===== src/rtl/hins_uart_pkg.sv =====
// rtl/hins_uart_pkg.sv - shared types and constants for the UART packet transmitter
package hins_uart_pkg;

  typedef enum logic [1:0] {PKT_IDLE, PKT_SEND, PKT_NEXT, PKT_DONE} pkt_state_t;
  typedef enum logic [1:0] {BT_IDLE, BT_START, BT_DATA, BT_STOP} byte_state_t;

  localparam logic [7:0] HDR_BYTE_DEF    = 8'hC0;
  localparam int         PKT_BYTES_BASE  = 10;
  localparam int         PKT_BYTES_CKSUM = 11;
  localparam int         MIN_BAUD_DIV    = 4;

endpackage


===== src/rtl/uart_byte_tx.sv =====
// rtl/uart_byte_tx.sv - 8N1 byte serialiser with byte-valid/byte-done handshake
// o_byte_done fires one clock before the stop bit ends so the next byte can follow back-to-back.
module uart_byte_tx
  import hins_uart_pkg::*;
#(
  parameter int DIV_W = 16
) (
  input  logic             i_clk,
  input  logic             i_rst_n,
  input  logic [DIV_W-1:0] i_div,
  input  logic             i_byte_valid,
  input  logic [7:0]       i_byte_data,
  output logic             o_byte_done,
  output logic             o_tx
);

  byte_state_t      state_q, state_d;
  logic [DIV_W-1:0] cnt_q, cnt_d;
  logic [2:0]       bit_q, bit_d;
  logic [7:0]       sh_q, sh_d;
  logic [DIV_W-1:0] div_m1, div_m2;
  logic             bit_end;

  assign div_m1  = i_div - DIV_W'(1);
  assign div_m2  = i_div - DIV_W'(2);
  assign bit_end = (cnt_q == div_m1);

  always_ff @(posedge i_clk or negedge i_rst_n) begin
    if (!i_rst_n) begin
      state_q <= BT_IDLE;
      cnt_q   <= '0;
      bit_q   <= '0;
      sh_q    <= '0;
    end else begin
      state_q <= state_d;
      cnt_q   <= cnt_d;
      bit_q   <= bit_d;
      sh_q    <= sh_d;
    end
  end

  always_comb begin
    state_d     = state_q;
    cnt_d       = cnt_q;
    bit_d       = bit_q;
    sh_d        = sh_q;
    o_byte_done = 1'b0;
    case (state_q)
      BT_IDLE: begin
        if (i_byte_valid) begin
          state_d = BT_START;
          cnt_d   = '0;
          bit_d   = '0;
          sh_d    = i_byte_data;
        end
      end
      BT_START: begin
        if (bit_end) begin
          state_d = BT_DATA;
          cnt_d   = '0;
        end else begin
          cnt_d = cnt_q + DIV_W'(1);
        end
      end
      BT_DATA: begin
        if (bit_end) begin
          cnt_d = '0;
          sh_d  = {1'b0, sh_q[7:1]};
          bit_d = bit_q + 3'd1;
          if (bit_q == 3'd7) state_d = BT_STOP;
        end else begin
          cnt_d = cnt_q + DIV_W'(1);
        end
      end
      BT_STOP: begin
        o_byte_done = (cnt_q == div_m2);
        if (bit_end) begin
          cnt_d = '0;
          // a byte offered on the last stop clock starts with no idle gap
          if (i_byte_valid) begin
            state_d = BT_START;
            bit_d   = '0;
            sh_d    = i_byte_data;
          end else begin
            state_d = BT_IDLE;
          end
        end else begin
          cnt_d = cnt_q + DIV_W'(1);
        end
      end
      default: state_d = BT_IDLE;
    endcase
  end

  always_comb begin
    case (state_q)
      BT_START: o_tx = 1'b0;
      BT_DATA:  o_tx = sh_q[0];
      default:  o_tx = 1'b1;
    endcase
  end

endmodule


===== src/rtl/hins_uart_pkt_tx.sv =====
// rtl/hins_uart_pkt_tx.sv - framed UART packet sender: two headers, two payload words
// Define HINS_UART_PKT_CKSUM_EN to append a modulo-256 payload checksum byte.
module hins_uart_pkt_tx
  import hins_uart_pkg::*;
#(
  parameter int         BAUD_DIV_W = 16,
  parameter logic [7:0] HDR_BYTE   = HDR_BYTE_DEF
) (
  input  logic                  i_clk,
  input  logic                  i_rst_n,
  input  logic                  i_trig,
  input  logic [31:0]           i_data0,
  input  logic [31:0]           i_data1,
  input  logic [BAUD_DIV_W-1:0] i_baud_div,
  output logic                  o_tx,
  output logic                  o_busy,
  output logic                  o_done,
  output logic [15:0]           o_drop_cnt
);

`ifdef HINS_UART_PKT_CKSUM_EN
  localparam int N_BYTES = PKT_BYTES_CKSUM;
`else
  localparam int N_BYTES = PKT_BYTES_BASE;
`endif
  localparam logic [3:0] LAST_IDX = 4'(N_BYTES - 1);

  pkt_state_t            state_q, state_d;
  logic [3:0]            idx_q, idx_d, idx_n;
  logic [31:0]           d0_q, d1_q;
  logic [BAUD_DIV_W-1:0] div_q, div_eff;
  logic [15:0]           drop_q;
  logic                  accept, byte_valid, byte_done, bt_tx;
  logic [7:0]            byte_data, next_byte;

  assign accept  = (state_q == PKT_IDLE) && i_trig;
  assign idx_n   = idx_q + 4'd1;
  assign div_eff = (i_baud_div < BAUD_DIV_W'(MIN_BAUD_DIV)) ?
                   BAUD_DIV_W'(MIN_BAUD_DIV) : i_baud_div;

  always_ff @(posedge i_clk or negedge i_rst_n) begin
    if (!i_rst_n) begin
      state_q <= PKT_IDLE;
      idx_q   <= '0;
      d0_q    <= '0;
      d1_q    <= '0;
      div_q   <= BAUD_DIV_W'(MIN_BAUD_DIV);
      drop_q  <= '0;
    end else begin
      state_q <= state_d;
      idx_q   <= idx_d;
      if (accept) begin
        d0_q  <= i_data0;
        d1_q  <= i_data1;
        div_q <= div_eff;
      end
      if (i_trig && state_q != PKT_IDLE && drop_q != 16'hFFFF)
        drop_q <= drop_q + 16'd1;
    end
  end

  always_comb begin
    state_d    = state_q;
    idx_d      = idx_q;
    byte_valid = 1'b0;
    case (state_q)
      PKT_IDLE: begin
        if (i_trig) begin
          state_d    = PKT_SEND;
          idx_d      = '0;
          byte_valid = 1'b1;
        end
      end
      PKT_SEND: if (byte_done) state_d = PKT_NEXT;
      PKT_NEXT: begin
        // coincides with the last stop-bit clock of the current byte
        if (idx_q == LAST_IDX) begin
          state_d = PKT_DONE;
        end else begin
          state_d    = PKT_SEND;
          idx_d      = idx_n;
          byte_valid = 1'b1;
        end
      end
      PKT_DONE: state_d = PKT_IDLE;
      default:  state_d = PKT_IDLE;
    endcase
  end

`ifdef HINS_UART_PKT_CKSUM_EN
  logic [7:0] cksum;
  assign cksum = d0_q[31:24] + d0_q[23:16] + d0_q[15:8] + d0_q[7:0] +
                 d1_q[31:24] + d1_q[23:16] + d1_q[15:8] + d1_q[7:0];
`endif

  always_comb begin
    next_byte = HDR_BYTE;
    case (idx_n)
      4'd2:    next_byte = d0_q[31:24];
      4'd3:    next_byte = d0_q[23:16];
      4'd4:    next_byte = d0_q[15:8];
      4'd5:    next_byte = d0_q[7:0];
      4'd6:    next_byte = d1_q[31:24];
      4'd7:    next_byte = d1_q[23:16];
      4'd8:    next_byte = d1_q[15:8];
      4'd9:    next_byte = d1_q[7:0];
`ifdef HINS_UART_PKT_CKSUM_EN
      4'd10:   next_byte = cksum;
`endif
      default: next_byte = HDR_BYTE;
    endcase
  end

  // the first header is a constant, so it can go out before the payload is registered
  assign byte_data = accept ? HDR_BYTE : next_byte;

  uart_byte_tx #(
    .DIV_W (BAUD_DIV_W)
  ) u_byte_tx (
    .i_clk        (i_clk),
    .i_rst_n      (i_rst_n),
    .i_div        (div_q),
    .i_byte_valid (byte_valid),
    .i_byte_data  (byte_data),
    .o_byte_done  (byte_done),
    .o_tx         (bt_tx)
  );

  assign o_tx       = (state_q == PKT_IDLE) ? 1'b1 : bt_tx;
  assign o_busy     = (state_q != PKT_IDLE);
  assign o_done     = (state_q == PKT_DONE);
  assign o_drop_cnt = drop_q;

endmodule


===== config.mk =====
export PLATFORM = sky130hd
export DESIGN_NAME = hins_uart_pkt_tx
export DESIGN_NICKNAME = d
export VERILOG_FILES = /design/src/rtl/hins_uart_pkg.sv /design/src/rtl/uart_byte_tx.sv /design/src/rtl/hins_uart_pkt_tx.sv
export SDC_FILE = /design/constraint.sdc
export NUM_CORES = 1
export LEC_CHECK = 0
export BUFFER_PORTS_ARGS = -buffer_cell sky130_fd_sc_hd__buf_2
export CORE_MARGIN = 2
export CORE_UTILIZATION = 60
export DETAILED_ROUTE_END_ITERATION = 6
export GPL_ROUTABILITY_DRIVEN = 0
export PLACE_DENSITY = 0.82
export SLEW_MARGIN = 40
export SYNTH_ARGS = -nofsm -noshare
export SYNTH_HDL_FRONTEND = slang
export SYNTH_HIERARCHICAL = 1
export SYNTH_SLANG_ARGS = --single-unit

===== constraint.sdc =====
create_clock -name i_clk -period 9.7 [get_ports i_clk]
set_clock_uncertainty 0.1 [all_clocks]
set_input_delay 1.455 -clock i_clk [delete_from_list [all_inputs] [get_ports i_clk]]
set_output_delay 1.455 -clock i_clk [all_outputs]
set_load 0.02 [all_outputs]

==> out/metrics.csv, run 1 <==
stage;metric;value;unit
power_and_ir_drop;power_frac_comb;26.9;%
timing;slew_headroom;47.18;%
place;dpl.hpwl;14200;um
clocking;postCtsSetupBuffers;0;
setup_path;r2r_slack;6.07;ns
global_routing;grt_start_max_net_pins;85;
routing;drt_iter0_markers;763;
routing;viasPerCell;6.076;
setup_path;crit_buf_inv;2;
routing;wl_per_cell;17.63;um
setup_path;cp_slowest_cell;ha_1;
clocking;cts_root_buf;clkbuf_16;
synth;synth_cell_types;79;
global_routing;grt_first_pass_wirelength;33840;um
setup_path;r2r_cells;11;
timing;setup_tns;0;ns
global_routing;grt_usage;30.04;%
global_routing;grt_pass1_vias;6749;
floorplanning;die_y;119.6;um
timing;period_needed;3.641;ns
run;maxCapViolations;0;
setup_path;crit_family;adder cells;
timing;worst_pin_slew;0.7924;ns
final_layout;antenna_cells;0;
synth;async_reset_ff_share;100.0;%
floorplanning;die_w;119.6;um
synth;syn_area;8013;um2
setup_path;critPathLaunchType;flip-flop;
hold_path;whs_endpoint;d0_q[7];
power_and_ir_drop;vdd_drop_max;214.5;uV
timing;rsz0062_at_grt;no;
power_and_ir_drop;p_per_area;221.2;nW/um2
timing;worst_slack;6.059;ns
run_status;status;finished, violations left;
power_and_ir_drop;switching_share;34.13;%
floorplanning;initial_core_util;60.99;%
run_status;violations;DRC;
clocking;cts_made_buffers;17;
floorplanning;row_count;42;
clocking;post_cts_resized;0;
power_and_ir_drop;power.leakage;4.260;nW
clocking;clock_sinks;131;
clocking;cts_max_level;4;
clocking;worstSkewPairLatency;0.43;ns
synth;synth_seq_area_share;40.93;%
power_and_ir_drop;p_int;1.338;mW
setup_path;r2r-start;div_q[0];
power_and_ir_drop;sequentialPowerShare;38.8;%
power_and_ir_drop;totalPowerFinal;2.031;mW
synth;syn-num-nets;1015;
hold_path;worstHoldPathCells;2;
final_layout;final_nets;1089;
final_layout;final_core_util;69.91;%
floorplanning;die_area;14290;um2
clocking;clkTransAtPathRegs;0.06;ns
place;place_ws;5.777;ns
routing;final_antenna_net_count;0;
setup_path;critical_path_class;reg2out;
final_layout;synthToLayoutAreaGrowth;14.63;%
timing;timing.fmax;0.2746;GHz
floorplanning;core_area;13140;um2
routing;drt_pass1_iterations;7;
setup_path;path_cells;inv_1 -> ha_1 -> o21ai_0 -> nand2b_1 -> buf_2;
synth;synth_flop_cell;dfrtp_1;
synth;synth-edff-count;0;
timing;setup_viol;0;
power_and_ir_drop;p_sw;0.6933;mW
place;dp_cells;1146;
timing;finalHoldViolCount;0;
setup_path;cp_max_fo;14;
hold_path;min_path_type;reg2reg;
final_layout;drive_above_1_share;17.98;%
place;io_buffer_count;101;
setup_path;r2r_end;u_byte_tx/sh_q[0];
clocking;clockBufferDepth;2;
hold_path;min_from;d0_q[7];
routing;remaining_drc_errors;3;
global_routing;grt_overflow;0;
setup_path;required;8.15;ns
power_and_ir_drop;p_clk_share;34.3;%
setup_path;worstSetupEndpointType;output pin;
clocking;hold_buffers;0;
global_routing;antenna_found_initial;0;
setup_path;arrival;2.09;ns
timing;period_share;37.54;%
final_layout;instances_no_fill;1177;
timing;slew_violations;0;
clocking;tritoncts;built;
routing;vias;7151;
floorplanning;num_io_pins;102;
synth;syn_inst;915;
synth;ys_ff_latch;131;
synth;syn_avg_cell_area;8.757;um2
routing;routed_wl;20760;um
final_layout;nFillCells;1055;
setup_path;worst_path_largest_cell_delay;0.51;ns
synth;yosys_warnings;6;
## cell usage in the layout, fill, tap and decap left out, types with 16 or more instances in the layout
master       n
a21oi_1     33
a31oi_1     17
and3_1      16
buf_2      100
clkbuf_16   17
dfrtp_1    130
ha_1        17
nand2_1    274
nand3_1     22
nand4_1     19
nor2_1      40
xnor2_1     25
## worst max-delay path by stage
| stage | slack (ns) | to | startpoint | cells after the start |
|---|---|---|---|---|
| detailed placement | 5.78 | u_byte_tx/sh_q[2] | i_trig | 8 |
| CTS | 5.97 | u_byte_tx/sh_q[0] | div_q[0] | 11 |
| finish | 6.06 | o_tx | u_byte_tx/state_q[0] | 5 |
| floorplan | 6.53 | u_byte_tx/sh_q[1] | div_q[2] | 12 |
| global placement | 5.86 | u_byte_tx/sh_q[1] | i_trig | 8 |
| global route | 5.80 | u_byte_tx/sh_q[0] | div_q[0] | 11 |
## cells in the mapped netlist, types with 9 or more instances
master       n  area share, %
a21oi_1     33            2.1
a22o_1      10            1.1
a31oi_1     17            1.3
and3_1      16            1.2
clkbuf_1    30            1.4
dfrtp_1    130             41
ha_1        17            2.7
inv_1       15           0.70
mux2_2      12            1.7
mux2i_1     13            1.6
nand2_1    275             13
nand2b_1    12           0.94
nand3_1     22            1.4
nand4_1     19            1.5
nor2_1      41            1.9
nor2b_1      9           0.70
nor3_1      12           0.75
o211ai_1     9           0.84
o21ai_0     12           0.75
o2bb2ai_1   12            1.3
or3_1       10           0.78
xnor2_1     25            2.7
xor2_1      15            1.6
## through the flow
step                hold WS [ns]  area [um2]
floorplan                 0.3393        8013
global placement          0.3613        8527
detailed placement        0.3656        8533
CTS                       0.3800        9171
global route              0.4092        9185
finish                    0.3807        9185
## worst min-delay path, delay by kind of cell, from the launching register on
kind	cells	cell delay [ns]
simple gates	2	0.10
flops	1	0.34
## metal layers
metal,global-route usage [%],routed length [um],vias up
met5,0,0,-
met4,12.57,675,0
met3,6.084,1427,67
met2,46.07,9520,328
met1,41.81,9132,3386
li1,-,-,3370
## flip-flops by register name, summed over array words and instances, names as in the netlist
| name | count |
|---|---|
| u_byte_tx/sh_q | 8 |
| u_byte_tx/cnt_q | 16 |
| o_drop_cnt | 16 |
| div_q | 16 |
| d1_q | 32 |
| d0_q | 32 |
| u_byte_tx/state_q | 2 |
| u_byte_tx/bit_q | 3 |
| idx_q | 4 |
| state_q | 2 |
## cell type report
type / instances / area, um2 / area share [%]
multi-input combinational: 718 / 4434 / 48.28
sequential: 131 / 3279 / 35.70
timing repair buffer: 106 / 556.8 / 6.062
clock buffer: 19 / 432.9 / 4.713
tap: 176 / 220.2 / 2.397
clock inverter: 12 / 205.2 / 2.234
inverter: 15 / 56.30 / 0.6130
## logic make-up (layout without fill, tap and decap cells)
kind of cell / Yosys count / count (layout) / synth area share, %
simple gates: 472 / 472 / 28.36
mux: 32 / 32 / 4.294
compound gates: 157 / 157 / 15.44
xor+xnor: 40 / 40 / 4.372
flops: 131 / 131 / 40.93
buf+inv: 66 / 152 / 3.950
fa+ha+maj: 17 / 17 / 2.655
## power groups by stage
stage               logic, mW  registers (mW)  clock network, mW
floorplan               0.422           0.742                  0
global placement        0.509           0.787                  0
detailed placement      0.529           0.790                  0
CTS                     0.537           0.784              0.705
global route            0.603           0.801              0.727
finish                  0.545           0.789              0.697
Power figures use the tool's default switching activity.
==> run 2: changes to the inputs <==
Settings changed: ABC_AREA set to 1, CORE_UTILIZATION 60 to 59, PLACE_DENSITY 0.82 to 0.81.
Clock period 9.7 ns to 3.8 ns, I/O delays scaled along.
==> run 2 against run 1 <==
Compared with the run above: the run now ends clean; final cell count increased by 17%; via count rose by 2.7%; non-clock buffer count is 3 higher.
==> out/metrics.csv, run 2 <==
stage;metric;value;unit;change
clocking;cts_max_level;4;;unchanged
floorplanning;row_count;42;;unchanged
setup_path;r2r-start;div_q[1];;
setup_path;worstSetupEndpointType;output pin;;
floorplanning;die_w;119.4;um;-0.11%
global_routing;met1_usage;38.46;%;-3.4 points
routing;remaining_drc_errors;0;;-3
floorplanning;num_io_pins;102;;unchanged
final_layout;antenna_cells;0;;unchanged
timing;slew_headroom;52.84;%;+5.7 points
final_layout;final_nets;1287;;+18%
clocking;tritoncts;built;;
timing;rsz0062_at_grt;no;;
final_layout;synthToLayoutAreaGrowth;15.57;%;
final_layout;final_common_cell;nand2_1;;
global_routing;grt_pass1_vias;6788;;+0.58%
synth;synth_top_cell_area_share;41.38;%;+0.78 points
floorplanning;initial_core_util;59.84;%;-1.2 points
final_layout;top_regs;d0_q (32), d1_q (32);;
timing;worst_pin_slew;0.7074;ns;-0.08494 ns
floorplanning;die_area;14260;um2;-0.22%
synth;syn-num-nets;1201;;+18%
timing;setup_tns;0;ns;unchanged
clocking;clkTransAtPathRegs;0.05;ns;about the same
synth;synth_common_cells;469 x nand2_1, 130 x dfrtp_1, 85 x inv_1;;
synth;synth-edff-count;0;;unchanged
final_layout;most-common-layout-cells;469 x nand2_1, 130 x dfrtp_1, 100 x buf_2, 85 x inv_1, 81 x nor2_1;;
clocking;clock_sinks;131;;unchanged
routing;viasPerCell;5.343;;-12%
routing;drt_iter0_markers;679;;-11%
global_routing;grt_overflow;0;;unchanged
routing;drt_pass1_iterations;5;;-2
clocking;cts_made_buffers;17;;unchanged
timing;period_needed;3.033;ns;
setup_path;arrival;2.36;ns;+0.27 ns
setup_path;cp_max_fo;15;;+1
clocking;hold_buffers;0;;unchanged
global_routing;grt_usage;27.83;%;-2.2 points
power_and_ir_drop;vdd_drop_max;367.9;uV;+72%
global_routing;grt_first_pass_wirelength;31730;um;-6.2%
setup_path;critical_path_class;reg2out;;
clocking;clockBufferDepth;2;;unchanged
clocking;cts_root_buf;clkbuf_16;;
clocking;worstSkewPairLatency;0.43;ns;about the same
global_routing;grt_busiest_layer;met2;;
run_status;status;complete, no violations;;
power_and_ir_drop;p_per_area;402.6;nW/um2;+82%
synth;synth_flop_cell;dfrtp_1;;
global_routing;antenna_found_initial;0;;unchanged
synth;synth_cell_types;40;;-49%
timing;slew_violations;0;;unchanged
setup_path;required;3.13;ns;-5.02 ns
place;dpl.hpwl;13610;um;-4.2%
routing;vias;7347;;+2.7%
floorplanning;die_y;119.4;um;-0.11%
timing;finalHoldViolCount;0;;unchanged
setup_path;critPathLaunchType;flip-flop;;
synth;syn_area;7861;um2;-1.9%
synth;yosys-top-cells-area;dfrtp_1 41%, nand2_1 22%, nand4_1 4.5%;;
timing;timing.fmax;0.3297;GHz;
timing;setup_viol;0;;unchanged
floorplanning;core_area;13140;um2;unchanged
timing;period_share;79.81;%;
clocking;post_cts_resized;0;;unchanged
global_routing;grt_start_max_net_pins;83;;-2.4%
routing;routed_wl;18940;um;-8.7%
setup_path;startpoint;u_byte_tx/state_q[0];;
final_layout;final_core_util;69.15;%;-0.76 points
synth;synth_seq_area_share;41.72;%;+0.79 points
synth;yosys_warnings;6;;unchanged
power_and_ir_drop;power.leakage;5.101;nW;+20%
synth;synth.largest_area_cell;dfrtp_1;;
routing;final_antenna_net_count;0;;unchanged
synth;syn_inst;1101;;+20%
global_routing;use_met3;5.651;%;-0.43 points
final_layout;drive_above_1_share;14.26;%;-3.7 points
synth;ys_ff_latch;131;;unchanged
run;maxCapViolations;0;;unchanged
synth;yosysMostFrequentCell;nand2_1;;
synth;async_reset_ff_share;100.0;%;unchanged
clocking;postCtsSetupBuffers;0;;unchanged
global_routing;use_met2;44.00;%;-2.1 points
hold_path;min_path_type;in2async;;
routing;wl_per_cell;13.78;um;-22%
place;io_buffer_count;101;;unchanged
synth;syn_avg_cell_area;7.140;um2;-18%
run 2: per-stage QoR:
| stage | setup slack, ns | instance area [um2] | power [mW] | hold slack [ns] | std cells |
|---|---|---|---|---|---|
| global placement | 1.209 | 8447 | 2.002 | 0.3544 | 1343 |
| floorplan | 1.639 | 7861 | 1.835 | 0.1744 | 1101 |
| global route | 0.6600 | 9085 | 3.798 | 0.07760 | 1375 |
| detailed placement | 1.161 | 8447 | 2.010 | 0.3598 | 1343 |
| CTS | 0.7529 | 9050 | 3.680 | 0.1656 | 1374 |
| finish | 0.7673 | 9085 | 3.658 | 0.03011 | 1375 |
run 2: critical path: stages (launching register included):
cell     delay, ns
dfrtp_1       0.43
inv_1         0.15
ha_1          0.52
o21ai_0       0.27
or2_2         0.40
buf_2         0.18
run 2: metal layers:
| metal | part of all wire [%] | wire, um | vias up |
|---|---|---|---|
| li1 | - | - | 3664 |
| met2 | 47 | 8937 | 241 |
| met5 | 0 | 0 | - |
| met1 | 45 | 8452 | 3416 |
| met3 | 6.5 | 1238 | 26 |
| met4 | 1.7 | 315 | 0 |
run 2: cells by family after synthesis:
kind of cell             count (synthesis)  share of synthesized area, %
AND/OR/NAND/NOR                        714                         38.45
buffers and inverters                  135                         7.178
flip-flops                             131                         41.72
AO/OA/AOI/OAI                           54                         3.916
XOR/XNOR                                50                         6.032
adder cells (fa/ha/maj)                 17                         2.706
run 2: where the power goes:
part           switching, mW  internal, mW  total [mW]
Combinational          0.259         0.157       0.416
Sequential            0.0925          1.48        1.58
Clock                  0.590          1.08        1.67
Total                  0.941          2.72        3.66
run 2: final timing paths:
kind                       cells past startpoint             endpoint  slack (ns)
max reg2reg                                   17   u_byte_tx/bit_q[1]        1.11
min                                            1  u_byte_tx/cnt_q[10]        0.03
max                                            5                 o_tx        0.77
min reg2reg                                    2             d1_q[22]        0.37
min in group i_clk                             3             d1_q[25]        0.24
max in group asynchronous                      2             div_q[2]        2.82
run 2: final cells by class:
class | count | area (um2)
Clock buffer | 22 | 474.2
Fill cell | 1144 | 4053
Tap cell | 176 | 220.2
Clock inverter | 9 | 128.9
Multi-Input combinational cell | 835 | 4036
Inverter | 93 | 349.1
Timing Repair Buffer | 109 | 596.8
Sequential cell | 131 | 3279
==> run 3: changes to the inputs <==
Settings changed: CORE_UTILIZATION 59 to 53, PLACE_DENSITY 0.81 to 0.77.
Clock period 3.8 ns to 2.5 ns, I/O delays scaled along.
==> run 3 against run 2 <==
Compared with the run above: register-to-register slack got worse by 0.99 ns; critical path depth rose by 12; worst setup slack got worse by 0.65 ns; sequential power rose by 52%; flip-flop and latch count did not move; die area rose by 11%; power rose by 48%; largest power group is now sequential cells.
==> out/metrics.csv, run 3 (same netlist as run 2, synthesis figures left out) <==
stage;metric;value;unit;change
run_status;status;complete, no violations;;
floorplanning;die_area;15820;um2;+11%
final_layout;synthToLayoutAreaGrowth;17.75;%;
clocking;tritoncts;built;;
setup_path;required;2.76;ns;-0.37 ns
global_routing;grt_overflow;0;;unchanged
timing;slew_headroom;51.41;%;-1.4 points
clocking;clockBufferDepth;2;;unchanged
timing;rsz0062_at_grt;yes;;
final_layout;final_core_util;63.69;%;-5.5 points
power_and_ir_drop;sequentialPowerShare;44.2;%;+1.1 points
timing;slew_violations;0;;unchanged
final_layout;antenna_cells;0;;unchanged
global_routing;grt_first_pass_wirelength;32670;um;+3.0%
final_layout;final_common_cell;nand2_1;;
setup_path;worstSetupEndpointType;flip-flop;;
hold_path;min_from;i_data0[21];;
timing;period_needed;2.385;ns;
floorplanning;core_area;14530;um2;+11%
timing;period_share;95.39;%;
place;io_buffer_count;101;;unchanged
clocking;cts_max_level;4;;unchanged
clocking;worstSkewPairLatency;0.43;ns;about the same
setup_path;critical_path_class;reg2reg;;
setup_path;critPathLaunchType;flip-flop;;
routing;met2_length;9316;um;+4.2%
routing;dr_wl_met3;992;um;-20%
final_layout;most-common-layout-cells;467 x nand2_1, 129 x dfrtp_1, 100 x buf_2, 82 x inv_1, 79 x nor2_1;;
clocking;clock_sinks;131;;unchanged
place;place_ws;0.05468;ns;-1.106 ns
place;dpl.hpwl;13720;um;+0.79%
run;maxCapViolations;0;;unchanged
timing;worst_slack;0.1152;ns;-0.6521 ns
power_and_ir_drop;power.leakage;5.188;nW;+1.7%
setup_path;r2r_end;u_byte_tx/sh_q[3];;
power_and_ir_drop;p_int;3.876;mW;+43%
clocking;clkTransAtPathRegs;0.06;ns;about the same
global_routing;antenna_found_initial;0;;unchanged
setup_path;worst_path_largest_cell_delay;0.42;ns;-0.10 ns
routing;vias;7392;;+0.61%
setup_path;r2r_slack;0.12;ns;-0.99 ns
clocking;cts_made_buffers;17;;unchanged
power_and_ir_drop;p_sw;1.540;mW;+64%
final_layout;top_regs;d0_q (32), d1_q (32);;
routing;final_antenna_net_count;0;;unchanged
hold_path;worstHoldPathCells;3;;
routing;drt_pass1_iterations;7;;+2
timing;setup_viol;0;;unchanged
routing;drt_iter0_markers;571;;-16%
hold_path;min_path_type;in2reg;;
power_and_ir_drop;switching_share;28.43;%;+2.7 points
floorplanning;row_count;44;;+4.8%
timing;finalHoldViolCount;0;;unchanged
timing;timing.fmax;0.4193;GHz;
global_routing;grt_usage;25.25;%;-2.6 points
routing;wl_per_cell;13.87;um;+0.64%
setup_path;cp_slowest_cell;dfrtp_1;;
timing;worst_pin_slew;0.7289;ns;+0.02142 ns
hold_path;whs_endpoint;d0_q[21];;
place;dp_cells;1367;;+1.8%
clocking;cts_root_buf;clkbuf_16;;
floorplanning;die_y;125.8;um;+5.3%
floorplanning;num_io_pins;102;;unchanged
power_and_ir_drop;p_per_area;585.1;nW/um2;+45%
power_and_ir_drop;power_frac_comb;11.8;%;+0.4 points
routing;drt-met1-wl;8877;um;+5.0%
setup_path;r2r-start;div_q[1];;
final_layout;final_nets;1307;;+1.6%
setup_path;cp_max_fo;5;;-10
global_routing;grt_start_max_net_pins;132;;+59%
final_layout;instances_no_fill;1404;;+2.1%
timing;setup_tns;0;ns;unchanged
routing;remaining_drc_errors;0;;unchanged
power_and_ir_drop;vdd_drop_max;562.5;uV;+53%
global_routing;grt_pass1_vias;6981;;+2.8%
setup_path;arrival;2.65;ns;+0.29 ns
setup_path;path_cells;inv_2 -> ha_2 -> inv_2 -> nor2_4 -> inv_2 -> nor2_4 -> nand2_2 -> clkinv_1 -> nand3_1 -> nand2_1 -> nand2_1 -> nor2_1 -> nand3_2 -> nand2_4 -> clkbuf_16 -> nand3_1 -> nand2_1;;
floorplanning;die_w;125.8;um;+5.3%
routing;routed_wl;19470;um;+2.8%
routing;highest_layer;met4;;
power_and_ir_drop;p_clk_share;44.0;%;-1.6 points
setup_path;r2r_cells;17;;unchanged
routing;viasPerCell;5.265;;-1.5%
final_layout;drive_above_1_share;16.64;%;+2.4 points
floorplanning;initial_core_util;54.09;%;-5.7 points
-- run 3: worst max path at each step --
stage,startpoint,cells past startpoint,to
3_3_place_gp,div_q[1],15,u_byte_tx/cnt_q[0]
5_1_grt,div_q[1],17,u_byte_tx/bit_q[2]
3_5_place_dp,div_q[1],15,u_byte_tx/cnt_q[3]
4_1_cts,div_q[1],15,u_byte_tx/cnt_q[0]
2_1_floorplan,div_q[1],18,u_byte_tx/bit_q[0]
6_report,div_q[1],17,u_byte_tx/sh_q[3]
-- run 3: metal layers --
layer  up-vias  global-route usage (%)
met5         -                       0
met4         0                   7.240
met3        22                   4.800
met2       226                   41.43
met1      3440                   34.49
li1       3704                       -
-- run 3: metrics by stage --
stage	hold WS, ns	cell area, um2	power [mW]
global placement	0.3538	8589	3.045
finish	0.04285	9256	5.416
global route	0.04514	9256	5.645
detailed placement	0.3583	8589	3.065
floorplan	-0.02059	7861	2.789
CTS	0.03098	9158	5.443
-- run 3: cell type report --
| class | instances | area (um2) |
|---|---|---|
| tap | 184 | 230.2 |
| timing repair buffer | 128 | 767.0 |
| clock inverter | 14 | 128.9 |
| sequential | 131 | 3281 |
| inverter | 93 | 349.1 |
| clock buffer | 18 | 429.2 |
| fill | 1338 | 5278 |
| multi-input combinational | 836 | 4071 |
-- run 3: worst max-delay path, delay by kind of cell (launching register included) --
| kind | cells | cell delay, ns |
|---|---|---|
| fa+ha+maj | 1 | 0.21 |
| buf+inv | 5 | 0.42 |
| flops | 1 | 0.42 |
| simple gates | 11 | 1.17 |
-- run 3: timing repair --
item,in CTS,in global routing
setup endpoints to repair,0,28
gates resized for setup,0,17
endpoints found under the hold margin,1,0
setup buffers,0,2
hold buffers,1,0
-- run 3: power groups by stage --
stage                     logic [mW]  clock network, mW  registers (mW)
after detailed placement       0.636                  0            2.43
final                          0.640               2.38            2.40
after CTS                      0.639               2.41            2.39
after global routing           0.721               2.51            2.42
after floorplan                0.312                  0            2.48
after global placement         0.619                  0            2.43
